**config.mk**
```make
export PLATFORM = sky130hd
export DESIGN_NAME = vio_button_events
export DESIGN_NICKNAME = d
export VERILOG_FILES = /design/src/rtl/vio_pkg.sv /design/src/rtl/vio_sync_fifo.sv /design/src/rtl/vio_button_events.sv
export SDC_FILE = /design/constraint.sdc
export NUM_CORES = 1
export LEC_CHECK = 0
export CAP_MARGIN = 25
export CORE_MARGIN = 2
export CORE_UTILIZATION = 41
export CTS_CLUSTER_SIZE = 30
export DETAILED_ROUTE_END_ITERATION = 10
export PLACE_DENSITY = 0.64
export SYNTH_ARGS = -nofsm -noshare
export SYNTH_HDL_FRONTEND = slang
export SYNTH_SLANG_ARGS = --single-unit
```
**constraint.sdc**
```tcl
create_clock -name i_clk -period 4.28 [get_ports i_clk]
set_clock_uncertainty 0.1 [all_clocks]
set_input_delay 0.856 -clock i_clk [delete_from_list [all_inputs] [get_ports i_clk]]
set_output_delay 0.856 -clock i_clk [all_outputs]
set_load 0.03 [all_outputs]
```
**src/rtl/vio_pkg.sv**
```systemverilog
// Shared definitions for the virtual-button event path: event kinds,
// constant-width helper and nothing clocked.
// Latency/backpressure: not applicable (package only).
package vio_pkg;

  // Kind bit carried in the MSB of every queued event word.
  typedef enum logic {
    EVT_RELEASE = 1'b0,
    EVT_PRESS   = 1'b1
  } evt_kind_e;

  // Ceiling log2 for sizing counters and indices at elaboration time.
  // Returns 0 for value <= 1.
  function automatic int clog2(input int value);
    int r;
    r = 0;
    while ((1 << r) < value) r = r + 1;
    return r;
  endfunction

endpackage

```
**src/rtl/vio_sync_fifo.sv**
```systemverilog
// Single-clock show-ahead FIFO; rd_data is the head entry whenever empty=0.
// Latency: a write is visible at rd_data the cycle after wr_en (empty drops then).
// Backpressure: wr_en ignored while full (full sampled at cycle start, so
//   write+read on a full FIFO only reads); rd_en ignored while empty.
// Ports: i_clk, rst (sync, active-low); wr_en/wr_data/full; rd_en/rd_data/empty.
module vio_sync_fifo
  import vio_pkg::*;
#(
  parameter int WIDTH = 8,
  parameter int DEPTH = 8
) (
  input  logic             i_clk,
  input  logic             rst,
  input  logic             wr_en,
  input  logic [WIDTH-1:0] wr_data,
  output logic             full,
  input  logic             rd_en,
  output logic [WIDTH-1:0] rd_data,
  output logic             empty
);

  localparam int AW = clog2(DEPTH);

  logic [WIDTH-1:0] mem [DEPTH];
  // Pointers carry one extra wrap bit to tell full from empty.
  logic [AW:0]      wr_ptr;
  logic [AW:0]      rd_ptr;
  // Last popped head, presented while empty so rd_data never wanders.
  logic [WIDTH-1:0] last_q;
  logic             do_wr;
  logic             do_rd;

  assign empty   = (wr_ptr == rd_ptr);
  assign full    = (wr_ptr[AW] != rd_ptr[AW]) && (wr_ptr[AW-1:0] == rd_ptr[AW-1:0]);
  assign do_wr   = wr_en && !full;
  assign do_rd   = rd_en && !empty;
  assign rd_data = empty ? last_q : mem[rd_ptr[AW-1:0]];

  always_ff @(posedge i_clk) begin
    if (do_wr) mem[wr_ptr[AW-1:0]] <= wr_data;
  end

  always_ff @(posedge i_clk) begin
    if (!rst) begin
      wr_ptr <= '0;
      rd_ptr <= '0;
      last_q <= '0;
    end else begin
      if (do_wr) wr_ptr <= wr_ptr + 1'b1;
      if (do_rd) begin
        rd_ptr <= rd_ptr + 1'b1;
        last_q <= mem[rd_ptr[AW-1:0]];
      end
    end
  end

endmodule

```
**src/rtl/vio_button_events.sv**
```systemverilog
// Debounces the virtual button bus, keeps per-button press toggles and
// queues press/release events. Latency: event pushed one cycle after the
// debounced flip. Backpressure: evt_ready stalls the queue; a full queue holds
// events in per-channel pending bits, a second flip on a pending channel sets
// the sticky evt_overflow.
// Ports: i_clk, rst (sync, active-low); buttons -> btn_stable/btn_toggle;
//   evt_valid/evt_ready/evt_data {kind,index}; evt_overflow cleared by ovf_clr.
module vio_button_events
  import vio_pkg::*;
#(
  parameter int N_BTN      = 16,
  parameter int CLK_HZ     = 25000000,
  parameter int TICK_HZ    = 1000,
  parameter int DEB_TICKS  = 4,
  parameter int FIFO_DEPTH = 8
) (
  input  logic                   i_clk,
  input  logic                   rst,
  input  logic [N_BTN-1:0]       buttons,
  output logic [N_BTN-1:0]       btn_stable,
  output logic [N_BTN-1:0]       btn_toggle,
  output logic                   evt_valid,
  input  logic                   evt_ready,
  output logic [clog2(N_BTN):0]  evt_data,
  output logic                   evt_overflow,
  input  logic                   ovf_clr
);

  localparam int IDX_W    = clog2(N_BTN);
  localparam int TICK_DIV = CLK_HZ / TICK_HZ;
  localparam int PRE_W    = clog2(TICK_DIV);
  localparam int CNT_W    = clog2(DEB_TICKS + 1);
  localparam logic [PRE_W-1:0] PRE_LAST = PRE_W'(TICK_DIV - 1);
  localparam logic [CNT_W-1:0] CNT_LAST = CNT_W'(DEB_TICKS - 1);

  typedef struct packed {
    evt_kind_e        kind;
    logic [IDX_W-1:0] idx;
  } evt_t;

  logic [N_BTN-1:0] in_q;
  logic [PRE_W-1:0] presc;
  logic             tick;
  logic [CNT_W-1:0] deb_cnt [N_BTN];
  logic [N_BTN-1:0] flip;
  logic [N_BTN-1:0] pend;
  logic [N_BTN-1:0] kind_q;
  logic [N_BTN-1:0] push_clr;
  logic             scan_hit;
  logic [IDX_W-1:0] scan_idx;
  logic             push;
  evt_t             push_word;
  logic             fifo_full;
  logic             fifo_empty;

  // Input register: the debouncer only ever sees a clean registered copy.
  always_ff @(posedge i_clk) begin
    if (!rst) in_q <= '0;
    else      in_q <= buttons;
  end

  // Sample-rate prescaler; tick is high for the single cycle at the wrap.
  assign tick = (presc == PRE_LAST);

  always_ff @(posedge i_clk) begin
    if (!rst)      presc <= '0;
    else if (tick) presc <= '0;
    else           presc <= presc + 1'b1;
  end

  // A channel flips on the tick where it has already disagreed for
  // DEB_TICKS-1 ticks in a row and still disagrees.
  always_comb begin
    flip = '0;
    for (int i = 0; i < N_BTN; i++)
      flip[i] = tick && (in_q[i] != btn_stable[i]) && (deb_cnt[i] == CNT_LAST);
  end

  always_ff @(posedge i_clk) begin
    if (!rst) begin
      for (int i = 0; i < N_BTN; i++) deb_cnt[i] <= '0;
      btn_stable <= '0;
      btn_toggle <= '0;
    end else if (tick) begin
      for (int i = 0; i < N_BTN; i++) begin
        if (in_q[i] == btn_stable[i]) deb_cnt[i] <= '0;
        else if (flip[i])             deb_cnt[i] <= '0;
        else                          deb_cnt[i] <= deb_cnt[i] + 1'b1;
      end
      btn_stable <= btn_stable ^ flip;
      // New level equals in_q on a flip, so flip & in_q marks the 0->1 edges.
      btn_toggle <= btn_toggle ^ (flip & in_q);
    end
  end

  // Scanner: lowest pending index wins (descending loop, last hit sticks).
  always_comb begin
    scan_hit = 1'b0;
    scan_idx = '0;
    for (int i = N_BTN - 1; i >= 0; i--) begin
      if (pend[i]) begin
        scan_hit = 1'b1;
        scan_idx = IDX_W'(i);
      end
    end
  end

  assign push = scan_hit && !fifo_full;

  always_comb begin
    push_clr = '0;
    if (push) push_clr[scan_idx] = 1'b1;
    push_word = '{kind: evt_kind_e'(kind_q[scan_idx]), idx: scan_idx};
  end

  // Pending bits and their latched kind. An overwrite is only a loss when
  // the older event is not leaving for the queue in this same cycle.
  always_ff @(posedge i_clk) begin
    if (!rst) begin
      pend         <= '0;
      kind_q       <= '0;
      evt_overflow <= 1'b0;
    end else begin
      pend   <= (pend & ~push_clr) | flip;
      kind_q <= (kind_q & ~flip) | (flip & in_q);
      if (|(flip & pend & ~push_clr)) evt_overflow <= 1'b1;
      else if (ovf_clr)               evt_overflow <= 1'b0;
    end
  end

  vio_sync_fifo #(
    .WIDTH (IDX_W + 1),
    .DEPTH (FIFO_DEPTH)
  ) u_evt_fifo (
    .i_clk   (i_clk),
    .rst     (rst),
    .wr_en   (push),
    .wr_data (push_word),
    .full    (fifo_full),
    .rd_en   (evt_ready),
    .rd_data (evt_data),
    .empty   (fifo_empty)
  );

  assign evt_valid = !fifo_empty;

endmodule

```
==> flow_metrics.tcl <==
set metrics [dict create \
    gp_congestion 0.872 \
    crit_family "multiplexers" \
    required_ns 3.32 \
    synth_flop_cell "dfxtp_1" \
    clk_latency_ns 0.43 \
    grt_max_degree 56 \
    power_uw 3630 \
    slowest_stage "dfxtp_1" \
    yosysTopAreaCellShare_pct 29.0 \
    vias 6256 \
    synthArstFlopShare_pct 0 \
    p_leak_uw 0.00392 \
    drt-total-wl_mm 17.9 \
    post_cts_buffers 0 \
    maxSlewHeadroom_pct 44.3 \
    synth_most_common_cell "dfxtp_1" \
    hp-class "reg -> reg" \
    drive_above_1_share_pct 6.44 \
    finalCritPeriodShare_pct 83.3 \
    synth_commonest_cells "112 x dfxtp_1, 89 x nor2_1, 88 x edfxtp_1, 71 x nand2_1, 61 x o21ai_0" \
    maxCapViolations 0 \
    synth_top_family_by_area "simple AND/OR/NAND/NOR gates" \
    finalSetupViolCount 0 \
    synth_edf_count 88 \
    synth-xor-area-share_pct 4.52 \
    crit_path_max_incr_delay_ns 0.71 \
    htreeDepth 4 \
    synthAdderAreaFrac_pct 4.81 \
    cts_hold_buf 0 \
    design.portCount 59 \
    rrSetupSlack_ns 1.37 \
    clk_pin_slew_ns 0.07 \
    synth_top_area_cell "edfxtp_1" \
    die_w_um 153 \
    rsz0062_at_grt "no" \
    fillers 2054 \
    worstHoldStart "presc[0]" \
    die_y_um 153 \
    worstPathMaxFanout 10 \
    syn_area_per_cell_sq_um 10.5 \
    area_growth_syn_to_layout_pct 15.6 \
    syn_nets 922 \
    num_antenna_cells 0 \
    die_area_sq_um 23400 \
    dpl.hpwl_mm 12.7 \
    nets 974 \
    wl_per_cell_um 14.7 \
    grt_usage_pct 15.9 \
    muxShareOfSynthArea_pct 4.27 \
    grt_overflow 0 \
    clock-sinks 200 \
    setup_tns_ns 0 \
    yosys_register_bits 200 \
    hold_violations 0 \
    synth_compound_area_share_pct 10.2 \
    cts_tree "built" \
    critPathCaptureType "primary output" \
    synthCells 867 \
    start_kind "flip-flop" \
    status "finished clean" \
    numCtsBuffers 17 \
    ir_worst_vdd_uv 265 \
    grt_pass1_vias 6063 \
    firstDrtPassIters 5 \
    reg2reg_to "deb_cnt[1][6]" \
    power.density_nw_per_um2 345 \
    avgViaCountPerCell 5.16 \
    crit_type "reg -> out" \
    synthTopCellsByArea "edfxtp_1 29%, dfxtp_1 25%, ha_1 4.8%, and2_1 4.1%, nor2_1 3.7%" \
    ctsResizeCount 0 \
    worst_slew_pin_slew_ns 0.830 \
    fp.coreArea_sq_um 21800 \
    drt_iter0_drc 460 \
    yosysUniqueCellTypes 56 \
    fmax_ghz 0.280 \
    finalCriticalPeriod_ns 3.57 \
    path_cells "mux4_2 > mux2i_1 > a21oi_1 > clkdlybuf4s50_1" \
    initial_utilization_pct 41.7 \
    portBuffers 58 \
    antenna_found_initial 0 \
    syn_area_sq_um 9110 \
    yosysSeqAreaShare_pct 53.6 \
    clk_path_buf_depth 2 \
    reg2regPathDepth 5 \
    rows 54 \
    yosys.area_share.simple_pct 19.3 \
    hold_end "presc[0]" \
    grt_pass1_wl_mm 30.4 \
    ys_warn_count 0 \
    cts_root_buf "clkbuf_16" \
    post-route-drc-count 0 \
    min_delay_path_depth 1 \
    antenna_left 0 \
    drv_slew 0 \
    cp.buffers_inverters 1 \
    r2r-start "presc[7]" \
    cp_data_arrival_time_ns 2.61 \
]
-- through the flow --
step	hold WS [ns]	worst slack, ns	cell area (sq um)	std cells	utilization (%)
2_1_floorplan	0.338	0.711	9110	867	-
3_3_place_gp	0.360	1.16	9970	1180	45.7
3_5_place_dp	0.359	1.11	9970	1180	45.7
4_1_cts	0.379	0.634	10500	1212	48.2
5_1_grt	0.391	0.442	10500	1212	48.2
6_report	0.373	0.714	10500	1212	48.2
-- routing by layer --
metal / global-route usage (%) / routed length [um] / up-vias
li1: - / - / 3169
met1: 21.4 / 8580 / 2972
met2: 26.1 / 8530 / 91
met3: 2.61 / 486 / 24
met4: 5.38 / 280 / 0
met5: 0 / 0 / -
-- placed cells by master, fill, tap and decap left out, types with 6 or more instances in the layout --
cell type,n
a21boi_0,24
a21boi_1,6
a21oi_1,12
a31oi_1,17
and2_1,60
buf_4,7
clkbuf_16,17
clkdlybuf4s50_1,57
dfxtp_1,112
edfxtp_1,88
ha_1,35
inv_1,42
mux2i_1,13
mux4_2,10
nand2_1,71
nand3_1,35
nand4b_1,7
nor2_1,89
nor3_1,7
nor3b_1,9
o21ai_0,61
or3_1,20
xnor2_1,20
xor2_1,27
-- worst max-delay path by stage --
stage	startpoint	endpoint	cells past startpoint
global placement	flip-flop	evt_data[0]	4
CTS	flip-flop	evt_data[0]	4
finish	flip-flop	evt_data[0]	4
detailed placement	flip-flop	evt_data[0]	4
floorplan	presc[4]	deb_cnt[0][0]	5
global route	flip-flop	evt_data[3]	4
-- report_power, final --
group	total, uW	internal [uW]	switching, uW
Clock	1510	803	711
Sequential	2030	2010	18.9
Combinational	94.2	44.5	49.7
Total	3630	2850	780
-- kinds of logic after synthesis --
family                     after synthesis
and+or+nand+nor                        337
DFF                                    200
AOI/OAI and AO/OA                      147
buffers and inverters                   75
xor gates and xnor gates                47
adders and majority gates               35
muxes                                   26
-- flip-flops by register name, indices dropped and copies added, names as in the netlist, named ones only --
register,cells
u_evt_fifo.rd_ptr,4
evt_overflow,1
u_evt_fifo.wr_ptr,4
u_evt_fifo.mem,40
presc,15
pend,16
btn_toggle,16
deb_cnt,48
u_evt_fifo.last_q,5
in_q,16
btn_stable,16
-- final cells by class --
class	count	area, sq um	area share, %
clock buffer	17	425	4.04
clock inverter	15	123	1.17
inverter	42	158	1.50
multi-input combinational	592	3930	37.4
sequential	200	4880	46.4
tap	280	350	3.33
timing repair buffer	66	648	6.16
No activity file was read; power rests on OpenSTA's default activity.
==> edit, RTL diff (config.mk and constraints unchanged) <==
Register the input `buttons` before use, cleared by the reset. The logic sees it one clock later. The other inputs are not delayed to match.
--- a/src/rtl/vio_button_events.sv
+++ b/src/rtl/vio_button_events.sv
@@ -40,2 +40,12 @@
 
+  logic [N_BTN-1:0] buttons_q;
+
+  always_ff @(posedge i_clk) begin
+    if (!rst) begin
+      buttons_q <= '0;
+    end else begin
+      buttons_q <= buttons;
+    end
+  end
+
   logic [N_BTN-1:0] in_q;
@@ -58,3 +68,3 @@
     if (!rst) in_q <= '0;
-    else      in_q <= buttons;
+    else      in_q <= buttons_q;
   end
Formal check against the unedited RTL: no difference found for any inputs over 10 cycles, from zero or initial values and one cycle with rst low; that may be too few to reach the edited logic, so the function may still have changed.
==> edit against the unedited design <==
Combinational power rose by 6%; synthesized cell count increased by 5.2%; largest power group unchanged; highest routed layer unchanged; worst setup slack got worse by 130 ps; cell count is 7.7% higher; count of clock-buffer cells in the layout up 12; design area grew 9.9%; synthesized area rose by 8.0%; wire length is 10% higher; total power rose by 21%; sequential cell count increased by 16; global-route usage down 0.22 points.
==> edit: results (changes against the unedited design) <==
placed_design:
  placed_cell_area_sq_um: 10700  # +7.7%
  dpl.cell_count: 1261  # +6.9%
  gp_congestion: 0.865  # -0.84%
  port_buffers: 58  # unchanged
  hpwlAfterDp_um: 13200  # +3.8%
synth:
  synth_edf_count: 88  # unchanged
  syn_inst: 912  # +5.2%
  yosysSeqAreaShare_pct: 52.9  # -0.74 points
  synth-main-ff-cell: "dfxtp_1"
  syn_nets: 967  # +4.9%
  ys_async_sr_fraction_pct: 0  # unchanged
  yosys_warnings: 0  # unchanged
  synth_commonest_cells: "dfxtp_1, edfxtp_1, nor2_1"
  yosys-top-cells-area: "edfxtp_1, dfxtp_1, ha_1"
  yosysUniqueCellTypes: 71  # +27%
cells_and_area:
  nNetsFinal: 1023  # +5.0%
  diodes: 0  # unchanged
  regMostFlops: "deb_cnt"
  largest_reg_flops: 48  # unchanged
  drive_above_1_share_pct: 11.4  # +4.9 points
setup_path:
  critical_path.endpoint: "evt_data[3]"
  r2r-start: "pend[7]"
  reg2regPathDepth: 6  # +1
  regToRegEndpoint: "u_evt_fifo.mem[1][4]"
  worstPathArrival_ps: 2740  # +130 ps
  crit_fanout: 10  # unchanged
  r2r_slack_ps: 1350  # -20 ps
  startpoint_type: "flop"
clock_tree:
  clockBufferDepth: 3  # +1
  cts_buffers: 24  # +7
  path_clk_slew_ps: 60
  cts_setup_buffers: 0  # unchanged
  ctsRootBufferMaster: "clkbuf_16"
  worst_skew_pair.late_latency_ps: 520  # +90 ps
  cts_max_level: 1  # -3
  post_cts_resized: 0  # unchanged
pwr:
  p_int_mw: 3.51  # +23%
  p_leak_nw: 4.31  # +9.9%
  irDropWorstVdd_v: 0.000283  # +6.8%
status:
  outcome: "completed"
sta:
  slew_headroom_pct: 31.5  # -13 points
  maxSlewViolCount: 0  # unchanged
grt:
  grt_antenna_before_repair: 0  # unchanged
  track_usage_pct: 15.7  # -0.22 points
  first_global_vias: 6543  # +7.9%
  grt_max_degree: 78  # +39%
  grt_pass1_wl_um: 33000  # +8.7%
routing:
  first_pass_iters: 4  # -1
  drt-initial-drc-count: 291  # -37%
  wl_per_cell_um: 15.1  # +2.1%
  viasPerCell: 5.03  # -2.5%
  drt_wl_total_um: 19700  # +10%
hold_path:
  hold_class: "flop to flop"
-- edit: cell families after synthesis --
logic type	after synthesis	share of synthesized area (%)
compound gates	126	9.65
xor+xnor	54	4.81
fa+ha+maj	35	4.45
buf+inv	77	3.20
flops	216	52.9
mux	24	3.71
simple gates	380	21.3
-- edit: metal layers --
layer / share of wire (%) / wire (um) / up-vias / GRT usage (%)
li1: - / - / 3326 / -
met2: 46 / 9110 / 117 / 26.3
met3: 3.8 / 738 / 31 / 2.66
met1: 48 / 9410 / 3094 / 21.1
met5: 0 / 0 / - / 0
met4: 2.0 / 397 / 0 / 4.09
-- edit: power groups by stage --
| stage | Sequential [mW] | Combinational [mW] | Clock [mW] |
|---|---|---|---|
| 2_1_floorplan | 2.22 | 0.0659 | 0 |
| 3_3_place_gp | 2.22 | 0.100 | 0 |
| 3_5_place_dp | 2.22 | 0.102 | 0 |
| 4_1_cts | 2.18 | 0.102 | 2.17 |
| 5_1_grt | 2.18 | 0.115 | 2.25 |
| 6_report | 2.18 | 0.100 | 2.12 |
-- edit: through the flow --
stage | setup WS (ps) | hold slack [ps]
floorplan | 835 | 312
global placement | 1100 | 314
detailed placement | 1060 | 318
CTS | 523 | 332
global route | 392 | 341
finish | 584 | 329
-- edit: how the worst min path moves through the flow --
stage	slack, ps	to	start	depth (start not counted)
floorplan	310	in_q[0]	buttons_q[0]	1
global route	340	in_q[13]	buttons_q[13]	1
detailed placement	320	in_q[1]	buttons_q[1]	1
global placement	310	in_q[11]	buttons_q[11]	1
finish	330	in_q[12]	buttons_q[12]	1
CTS	330	in_q[12]	buttons_q[12]	1
-- edit: layout make-up --
cell class | count | area (sq um)
inverter | 43 | 161
sequential | 216 | 5200
multi-input combinational | 619 | 4330
clock inverter | 15 | 150
timing repair buffer | 64 | 648
tap | 319 | 399
fill | 2155 | 12000
clock buffer | 29 | 672
-- edit: worst max-delay path, stage by stage, from the launching register on --
cell and delay, ps:
dfxtp_1 730, mux4_2 600, mux2i_1 200, a21oi_1 90, clkdlybuf4s50_1 610
